==> config.mk <==
export PLATFORM = sky130hd
export DESIGN_NAME = shreg_frame_sequencer
export DESIGN_NICKNAME = d
export VERILOG_FILES = /design/src/rtl/shreg_frame_sequencer.sv
export SDC_FILE = /design/constraint.sdc
export NUM_CORES = 1
export LEC_CHECK = 0
export ABC_AREA = 0
export CORE_ASPECT_RATIO = 1.1
export CORE_UTILIZATION = 50
export CTS_BUF_LIST = sky130_fd_sc_hd__clkbuf_16
export CTS_CLUSTER_SIZE = 28
export DETAILED_ROUTE_END_ITERATION = 8
export PLACE_DENSITY = 0.87
export SLEW_MARGIN = 20
export SYNTH_ARGS = -nofsm -noshare
export SYNTH_HDL_FRONTEND = slang
export SYNTH_SLANG_ARGS = --single-unit
==> constraint.sdc <==
create_clock -name clk_i -period 5.7 [get_ports clk_i]
set_input_delay 1.14 -clock clk_i [delete_from_list [all_inputs] [get_ports clk_i]]
set_output_delay 1.14 -clock clk_i [all_outputs]
set_load 0.02 [all_outputs]
==> src/rtl/shreg_frame_sequencer.sv <==
// Frame scheduler for the static/dynamic shift-register generator: one static frame,
// then DYNPERSTAT dynamic frames, with a one-deep buffer feeding the active dynamic word.
module shreg_frame_sequencer #(
   parameter int unsigned SIZESRSTAT = 88,
   parameter int unsigned SIZESRDYN  = 16,
   parameter int unsigned GAP        = 2,
   parameter int unsigned DYNPERSTAT = 4,
   parameter int unsigned CNTW       = 7
) (
   input  logic                 clk_i,
   input  logic                 rst_ni,
   input  logic                 start_i,
   input  logic                 stop_i,
   input  logic                 dyn_valid_i,
   input  logic [SIZESRDYN-1:0] dyn_data_i,
   output logic                 dyn_ready_o,
   output logic                 selstat_o,
   output logic                 seldyn_o,
   output logic [SIZESRDYN-1:0] dynreg_o,
   output logic [CNTW-1:0]      bit_cnt_o,
   output logic                 busy_o,
   output logic                 frame_done_o,
   output logic                 underrun_o
);

   localparam int unsigned DCW       = $clog2(DYNPERSTAT + 1);
   localparam int unsigned STAT_LAST = SIZESRSTAT - 1;
   localparam int unsigned DYN_LAST  = SIZESRDYN - 1;
   localparam int unsigned GAP_LAST  = (GAP == 0) ? 0 : GAP - 1;
   localparam int unsigned DPS_LAST  = DYNPERSTAT - 1;

   typedef enum logic [1:0] {
      S_IDLE,
      S_STAT,
      S_GAPW,
      S_DYN
   } state_e;

   state_e                state_q, state_d;
   state_e                target_q, target_d;
   state_e                after_dyn;
   logic [CNTW-1:0]       cnt_q, cnt_d;
   logic [DCW-1:0]        dyn_cnt_q, dyn_cnt_d;
   logic                  stop_pend_q, stop_pend_d;
   logic                  buf_full_q, buf_full_d;
   logic [SIZESRDYN-1:0]  buf_q, buf_d;
   logic [SIZESRDYN-1:0]  dynreg_q, dynreg_d;
   logic                  enter_dyn;
   logic                  accept;

   logic                  dyn_ready_q;
   logic                  selstat_q;
   logic                  seldyn_q;
   logic [CNTW-1:0]       bit_cnt_q;
   logic                  busy_q;
   logic                  frame_done_q;
   logic                  underrun_q;

   // Schedule next-state: counter, frame target, dynamic-frame count, stop request
   always_comb begin
      state_d     = state_q;
      target_d    = target_q;
      cnt_d       = cnt_q;
      dyn_cnt_d   = dyn_cnt_q;
      stop_pend_d = stop_pend_q;
      enter_dyn   = 1'b0;
      after_dyn   = S_DYN;

      if (state_q != S_IDLE && stop_i) begin
         stop_pend_d = 1'b1;
      end

      case (state_q)
         S_IDLE: begin
            if (start_i) begin
               state_d     = S_STAT;
               cnt_d       = '0;
               dyn_cnt_d   = '0;
               stop_pend_d = stop_i;
            end
         end
         S_STAT: begin
            if (cnt_q == CNTW'(STAT_LAST)) begin
               cnt_d = '0;
               if (GAP == 0) begin
                  state_d   = S_DYN;
                  enter_dyn = 1'b1;
               end else begin
                  state_d  = S_GAPW;
                  target_d = S_DYN;
               end
            end else begin
               cnt_d = cnt_q + CNTW'(1);
            end
         end
         S_GAPW: begin
            if (cnt_q == CNTW'(GAP_LAST)) begin
               cnt_d     = '0;
               state_d   = target_q;
               enter_dyn = (target_q == S_DYN);
            end else begin
               cnt_d = cnt_q + CNTW'(1);
            end
         end
         S_DYN: begin
            if (cnt_q == CNTW'(DYN_LAST)) begin
               cnt_d = '0;
               if (stop_pend_q) begin
                  state_d     = S_IDLE;
                  stop_pend_d = 1'b0;
                  dyn_cnt_d   = '0;
               end else begin
                  if (dyn_cnt_q == DCW'(DPS_LAST)) begin
                     dyn_cnt_d = '0;
                     after_dyn = S_STAT;
                  end else begin
                     dyn_cnt_d = dyn_cnt_q + DCW'(1);
                     after_dyn = S_DYN;
                  end
                  if (GAP == 0) begin
                     state_d   = after_dyn;
                     enter_dyn = (after_dyn == S_DYN);
                  end else begin
                     state_d  = S_GAPW;
                     target_d = after_dyn;
                  end
               end
            end else begin
               cnt_d = cnt_q + CNTW'(1);
            end
         end
         default: begin
            state_d = S_IDLE;
         end
      endcase
   end

   // Word buffer: drained into the active register at DYN entry, refilled on handshake
   assign accept = dyn_valid_i & dyn_ready_q;

   always_comb begin
      buf_full_d = buf_full_q;
      buf_d      = buf_q;
      dynreg_d   = dynreg_q;
      if (enter_dyn && buf_full_q) begin
         dynreg_d   = buf_q;
         buf_full_d = 1'b0;
      end
      if (accept) begin
         buf_d      = dyn_data_i;
         buf_full_d = 1'b1;
      end
   end

   always_ff @(posedge clk_i) begin
      if (!rst_ni) begin
         state_q      <= S_IDLE;
         target_q     <= S_IDLE;
         cnt_q        <= '0;
         dyn_cnt_q    <= '0;
         stop_pend_q  <= 1'b0;
         buf_full_q   <= 1'b0;
         buf_q        <= '0;
         dynreg_q     <= '0;
         dyn_ready_q  <= 1'b0;
         selstat_q    <= 1'b0;
         seldyn_q     <= 1'b0;
         bit_cnt_q    <= '0;
         busy_q       <= 1'b0;
         frame_done_q <= 1'b0;
         underrun_q   <= 1'b0;
      end else begin
         state_q      <= state_d;
         target_q     <= target_d;
         cnt_q        <= cnt_d;
         dyn_cnt_q    <= dyn_cnt_d;
         stop_pend_q  <= stop_pend_d;
         buf_full_q   <= buf_full_d;
         buf_q        <= buf_d;
         dynreg_q     <= dynreg_d;
         dyn_ready_q  <= ~buf_full_d;
         selstat_q    <= (state_d == S_STAT);
         seldyn_q     <= (state_d == S_DYN);
         bit_cnt_q    <= (state_d == S_STAT || state_d == S_DYN) ? cnt_d : '0;
         busy_q       <= (state_d != S_IDLE);
         frame_done_q <= (state_d == S_DYN) && (cnt_d == CNTW'(DYN_LAST));
         underrun_q   <= enter_dyn & ~buf_full_q;
      end
   end

   assign dyn_ready_o  = dyn_ready_q;
   assign selstat_o    = selstat_q;
   assign seldyn_o     = seldyn_q;
   assign dynreg_o     = dynreg_q;
   assign bit_cnt_o    = bit_cnt_q;
   assign busy_o       = busy_q;
   assign frame_done_o = frame_done_q;
   assign underrun_o   = underrun_q;

endmodule

# Yosys cells after proc, flatten, opt, wreduce, memory -nomap -nowiden
# Index checks and enable logic that the tools add are counted.
totals:
  regBits: 61
  in_bits: 21
  out_inout_bits: 29
  elab_cells: 78
classes:
  add_sub_neg: 2
  eq_ne: 15
  mux: 30
  bitwise: 4
  reduce_logical: 12
ops:
  columns: ["operator", "count"]
  rows:
  - ["7-bit 2-to-1 mux", 4]
  - ["7-bit case mux with 4 select lines", 1]
  - ["2-bit 2-to-1 mux", 9]
  - ["7-bit by 4-bit == test with 1-bit output, second input constant", 2]
  - ["3-bit 2-to-1 mux", 4]
  - ["2-bit == test, second input constant", 4]
  - ["1-bit 2-to-1 mux", 8]
  - ["2-bit inequality test, second input constant", 4]
  - ["2-bit case mux with 4 select lines", 1]
  - ["2-bit nonzero test", 4]
  - ["7-bit by 1-bit adder with 7-bit output, second input constant", 1]
  - ["7-bit by 1-bit == test with 1-bit output, second input constant", 1]
  - ["7-bit == test, second input constant", 1]
  - ["3-bit case mux with 2 select lines", 1]
  - ["2-bit by 1-bit == test with 1-bit output, second input constant", 2]
  - ["2-bit case mux with 2 select lines", 1]
  - ["4-bit AND reduction", 1]
  - ["3-bit by 1-bit adder with 3-bit output, second input constant", 1]
  - ["3-bit by 2-bit == test with 1-bit output, second input constant", 1]
  - ["1-bit logical AND", 3]
  - ["3-bit AND reduction", 1]
  - ["1-bit bitwise AND", 2]
  - ["2-bit logical NOT", 1]
  - ["1-bit inverter", 2]
  - ["other kinds (3)", 3]

# Logic depth before layout (Yosys ltp)
logic_depth:
  word_depth: 7
  mapped_depth: 10
  depth_no_buf: 8

# Worst setup path after synthesis
# Ideal clock, no wire load.
synth_path:
  path_type: "input port to flip-flop"
  startpoint: "in start_i"
  endpoint: "reg frame_done_q (netlist: frame_done_o)"
  setup_time_ns: 0.088
  t_arrival_ns: 2.213
  t_required_ns: 5.612
  path_slack_ns: 3.399
  cell_stages: 5
  n_path_buf: 0
  path_cell_list: "and2b_2 > o21a_1 > o221ai_1 > or4_1 > nor4_2"
synth_via:
  elab_chain_len: 4
  word_cells_on_any_way: 7
  classes_between: "eq/ne: 2; mux: 4; reduce/logical: 1"
synth_rtl:
  columns: ["element", "line_no", "source"]
  rows:
  - ["start: declaration", "12", "input logic start_i,"]
  - ["7-bit 2-to-1 mux / 2-bit 2-to-1 mux (equally long branches)", "75", "if (start_i) begin"]
  - ["7-bit case mux with 4 select lines / 2-bit case mux with 4 select lines (equally long branches)", "73", "case (state_q)"]
  - ["7-bit by 4-bit == test with 1-bit output / 2-bit == test (equally long branches)", "186", "frame_done_q <= (state_d == S_DYN) && (cnt_d == CNTW'(DYN_LAST));"]
  - ["1-bit logical AND (*)", "186", null]
  - ["end signal: assignment", "186", null]
  - ["end: declaration", "56", "logic frame_done_q;"]
# Every way passes the cells marked *; elsewhere a longest branch is shown, timed or not.
# A chain may end at the register's enable or synchronous reset.

# Worst setup path after layout
# Same ends and word-level chain as after synthesis.

==> impl_metrics.json <==
{
  "status": "completed",
  "finalSetupViolCount": 0,
  "fin_crit_ns": 2.64,
  "synthTopCellsByArea": "dfxtp_1 48%, mux2i_1 6.7%, nand2_1 6.0%",
  "path_max_fanout": 5,
  "post_drt_via_cell_ratio": 5.52,
  "synth-edff-count": 0,
  "p_comb_share_pct": 6.9,
  "insertion_delay_ns": 0.32,
  "antenna_found_initial": 0,
  "vias": 2140,
  "finalClockSkew_ns": 0.00746,
  "drc": 0,
  "grt_max_degree": 47,
  "total_power_mw": 1.09,
  "n_antenna_cell": 0,
  "syn-mean-instance-area_um2": 9.03,
  "post_cts_resized": 0,
  "rr_endpoint": "bit_cnt_o[3]$_SDFF_PN0_",
  "internal_power_mw": 0.851,
  "tightest_slew_ns": 0.988,
  "wl_per_cell_um": 14.8,
  "synth.distinct_cells": 49,
  "switching_share_pct": 21.9,
  "power_frac_seq_pct": 41.0,
  "required_ns": 5.93,
  "rsz0062_at_grt": "no",
  "ys_seq_area_share_pct": 47.9,
  "die_y_um": 76.9,
  "arrival_ns": 2.87,
  "syn_inst": 282,
  "synth-main-ff-cell": "dfxtp_1",
  "start_util_pct": 53.3,
  "fin_crit_sh_pct": 46.3,
  "cap_violations": 0,
  "grt_pass1_wl_um": 9380,
  "async_reset_ff_share_pct": 0,
  "fin_area_um2": 3330,
  "synth_nets": 310,
  "reg2reg_slack_ns": 3.10,
  "peakVddDrop_mv": 0.234,
  "io_buffers": 49,
  "area_growth_pct": 30.6,
  "post-route-util_pct": 69.5,
  "yosysTopAreaCellShare_pct": 47.9,
  "clkTransAtPathRegs_ns": 0.06,
  "hold_class": "reg -> reg",
  "crit_type": "in -> reg",
  "grtUsageTotal_pct": 21.9,
  "core-area_um2": 4780,
  "p_per_area_nw_per_um2": 327,
  "p_sw_mw": 0.238,
  "leakage_nw": 1.37,
  "cts_buffers": 9,
  "ant_nets": 0,
  "nets": 355,
  "dpl_cell_area_um2": 3010,
  "endpoint_kind": "flop",
  "drt-total-wl_um": 5740,
  "clockPowerShare_pct": 52.1,
  "die_x_um": 70.1,
  "grt_pass1_vias": 2039,
  "core.rowCount": 26,
  "cp-start-kind": "input port",
  "netlist_area_um2": 2550,
  "fmax_mhz": 379,
  "cts_tree": "yes",
  "grt.overflow.total": 0,
  "die_area_um2": 5380,
  "cts_max_path_buffers": 2,
  "setup_tns_ns": 0,
  "drive_gt1_share_pct": 8.43,
  "gp_congestion": 0.909,
  "hold_viol_final": 0,
  "synth_top_area_cell": "dfxtp_1",
  "slew_viol_final": 0,
  "clockRootBuffer": "clkbuf_16",
  "r2r_start": "cnt_q[3]$_SDFF_PN0_",
  "initialDrtViolationCount": 137,
  "startpoint": "start_i",
  "htree_levels": 3,
  "ys_ff_latch": 61,
  "io_pins": 50,
  "yosysWarnings": 0,
  "dr.pass1.iters": 4,
  "slew_headroom_pct": 34.1,
  "r2r_cells": 6,
  "holdBufCountCts": 0,
  "cp-endpoint": "frame_done_o$_SDFF_PN0_",
  "hpwl_um": 3590,
  "cts_sinks": 61,
  "cts_setup_buffers": 0
}
-- cell usage in the layout (no fill, tap or decap), types with 2 or more instances in the layout --
cell             instances
dfxtp_1                 61
inv_1                   11
nor3_1                   6
a311oi_1                 5
o211a_1                  2
a221oi_1                 2
and3_2                   2
nor2_1                  35
a21oi_1                 27
a21o_1                   2
clkinvlp_4               3
and2_1                   4
nor2b_1                  3
nand3_1                  3
ha_1                     7
clkbuf_16                9
clkdlybuf4s50_1         49
nand2_1                 41
bufinv_16                2
nand2b_1                 4
or3_1                    2
mux2i_1                 17
o21ai_0                  7
and3_1                   3
-- power groups by stage --
| stage | Sequential, mW | Combinational [mW] | Clock (mW) |
|---|---|---|---|
| final | 0.446 | 0.0752 | 0.567 |
| after global routing | 0.447 | 0.0819 | 0.592 |
| after CTS | 0.446 | 0.0751 | 0.572 |
| after detailed placement | 0.455 | 0.0736 | 0 |
| after global placement | 0.454 | 0.0724 | 0 |
| after floorplan | 0.456 | 0.0456 | 0 |
-- critical path, stage by stage --
cell,delay [ns]
clkdlybuf4s50_1,0.50
and2b_2,0.29
o21a_1,0.13
o221ai_1,0.15
or4_1,0.52
nor4_2,0.14
-- Yosys cell counts, drive strengths merged (3+ instances only) --
cell / instances
nand2b: 4
a311oi: 5
ha: 7
buf: 9
clkbuf: 6
nand3: 3
nand2: 41
nor2: 36
nor2b: 3
dfxtp: 61
and3: 5
a21oi: 27
and2: 4
nor3: 6
inv: 11
o21ai: 7
mux2i: 17
-- worst min-delay path by stage --
stage,from,end,slack (ns),cells after the start
global route,buf_q[7]$_SDFFE_PN0P_,buf_q[7]$_SDFFE_PN0P_,0.47,2
CTS,buf_q[7]$_SDFFE_PN0P_,buf_q[7]$_SDFFE_PN0P_,0.46,2
detailed placement,buf_full_q$_SDFF_PN0_,underrun_o$_SDFF_PN0_,0.44,1
floorplan,buf_full_q$_SDFF_PN0_,underrun_o$_SDFF_PN0_,0.42,1
finish,buf_q[7]$_SDFFE_PN0P_,buf_q[7]$_SDFFE_PN0P_,0.45,2
global placement,buf_full_q$_SDFF_PN0_,underrun_o$_SDFF_PN0_,0.44,1
-- metrics by stage --
step	cells	setup WS (ns)	hold slack [ns]
floorplan	282	3.40	0.423
global placement	372	2.82	0.439
detailed placement	372	2.78	0.444
CTS	388	3.07	0.455
global route	388	2.96	0.471
finish	388	3.06	0.454
-- logic make-up (layout without fill, tap and decap cells) --
family          after synthesis  count (layout)  share of synthesized area, %
compound gates               54              54                          14.3
xor+xnor                      1               1                         0.344
fa+ha+maj                     7               7                          3.44
buf+inv                      26              76                          5.50
flops                        61              61                          47.9
mux                          17              17                          6.68
simple gates                116             116                          21.8
-- layer usage --
layer / GRT usage (%) / share of wire [%]
met1: 26.2 / 44
met2: 36.7 / 50
met3: 4.60 / 3.7
met4: 11.4 / 2.2
met5: 0 / 0
-- layout make-up --
class | instances | area, um2
multi-input combinational | 195 | 1190
timing repair buffer | 49 | 490
sequential | 61 | 1220
tap | 56 | 70.1
fill | 372 | 1460
clock buffer | 9 | 225
inverter | 11 | 41.3
clock inverter | 7 | 91.3
-- registers in the layout, indices dropped and copies added, names as in the netlist --
signal,flops
seldyn_o,1
cnt_q,7
dyn_cnt_q,3
dynreg_o,16
buf_q,16
state_q,2
busy_o,1
stop_pend_q,1
selstat_o,1
bit_cnt_o,7
underrun_o,1
dyn_ready_o,1
buf_full_q,1
frame_done_o,1
target_q,2
No activity file was read; power rests on OpenSTA's default activity.
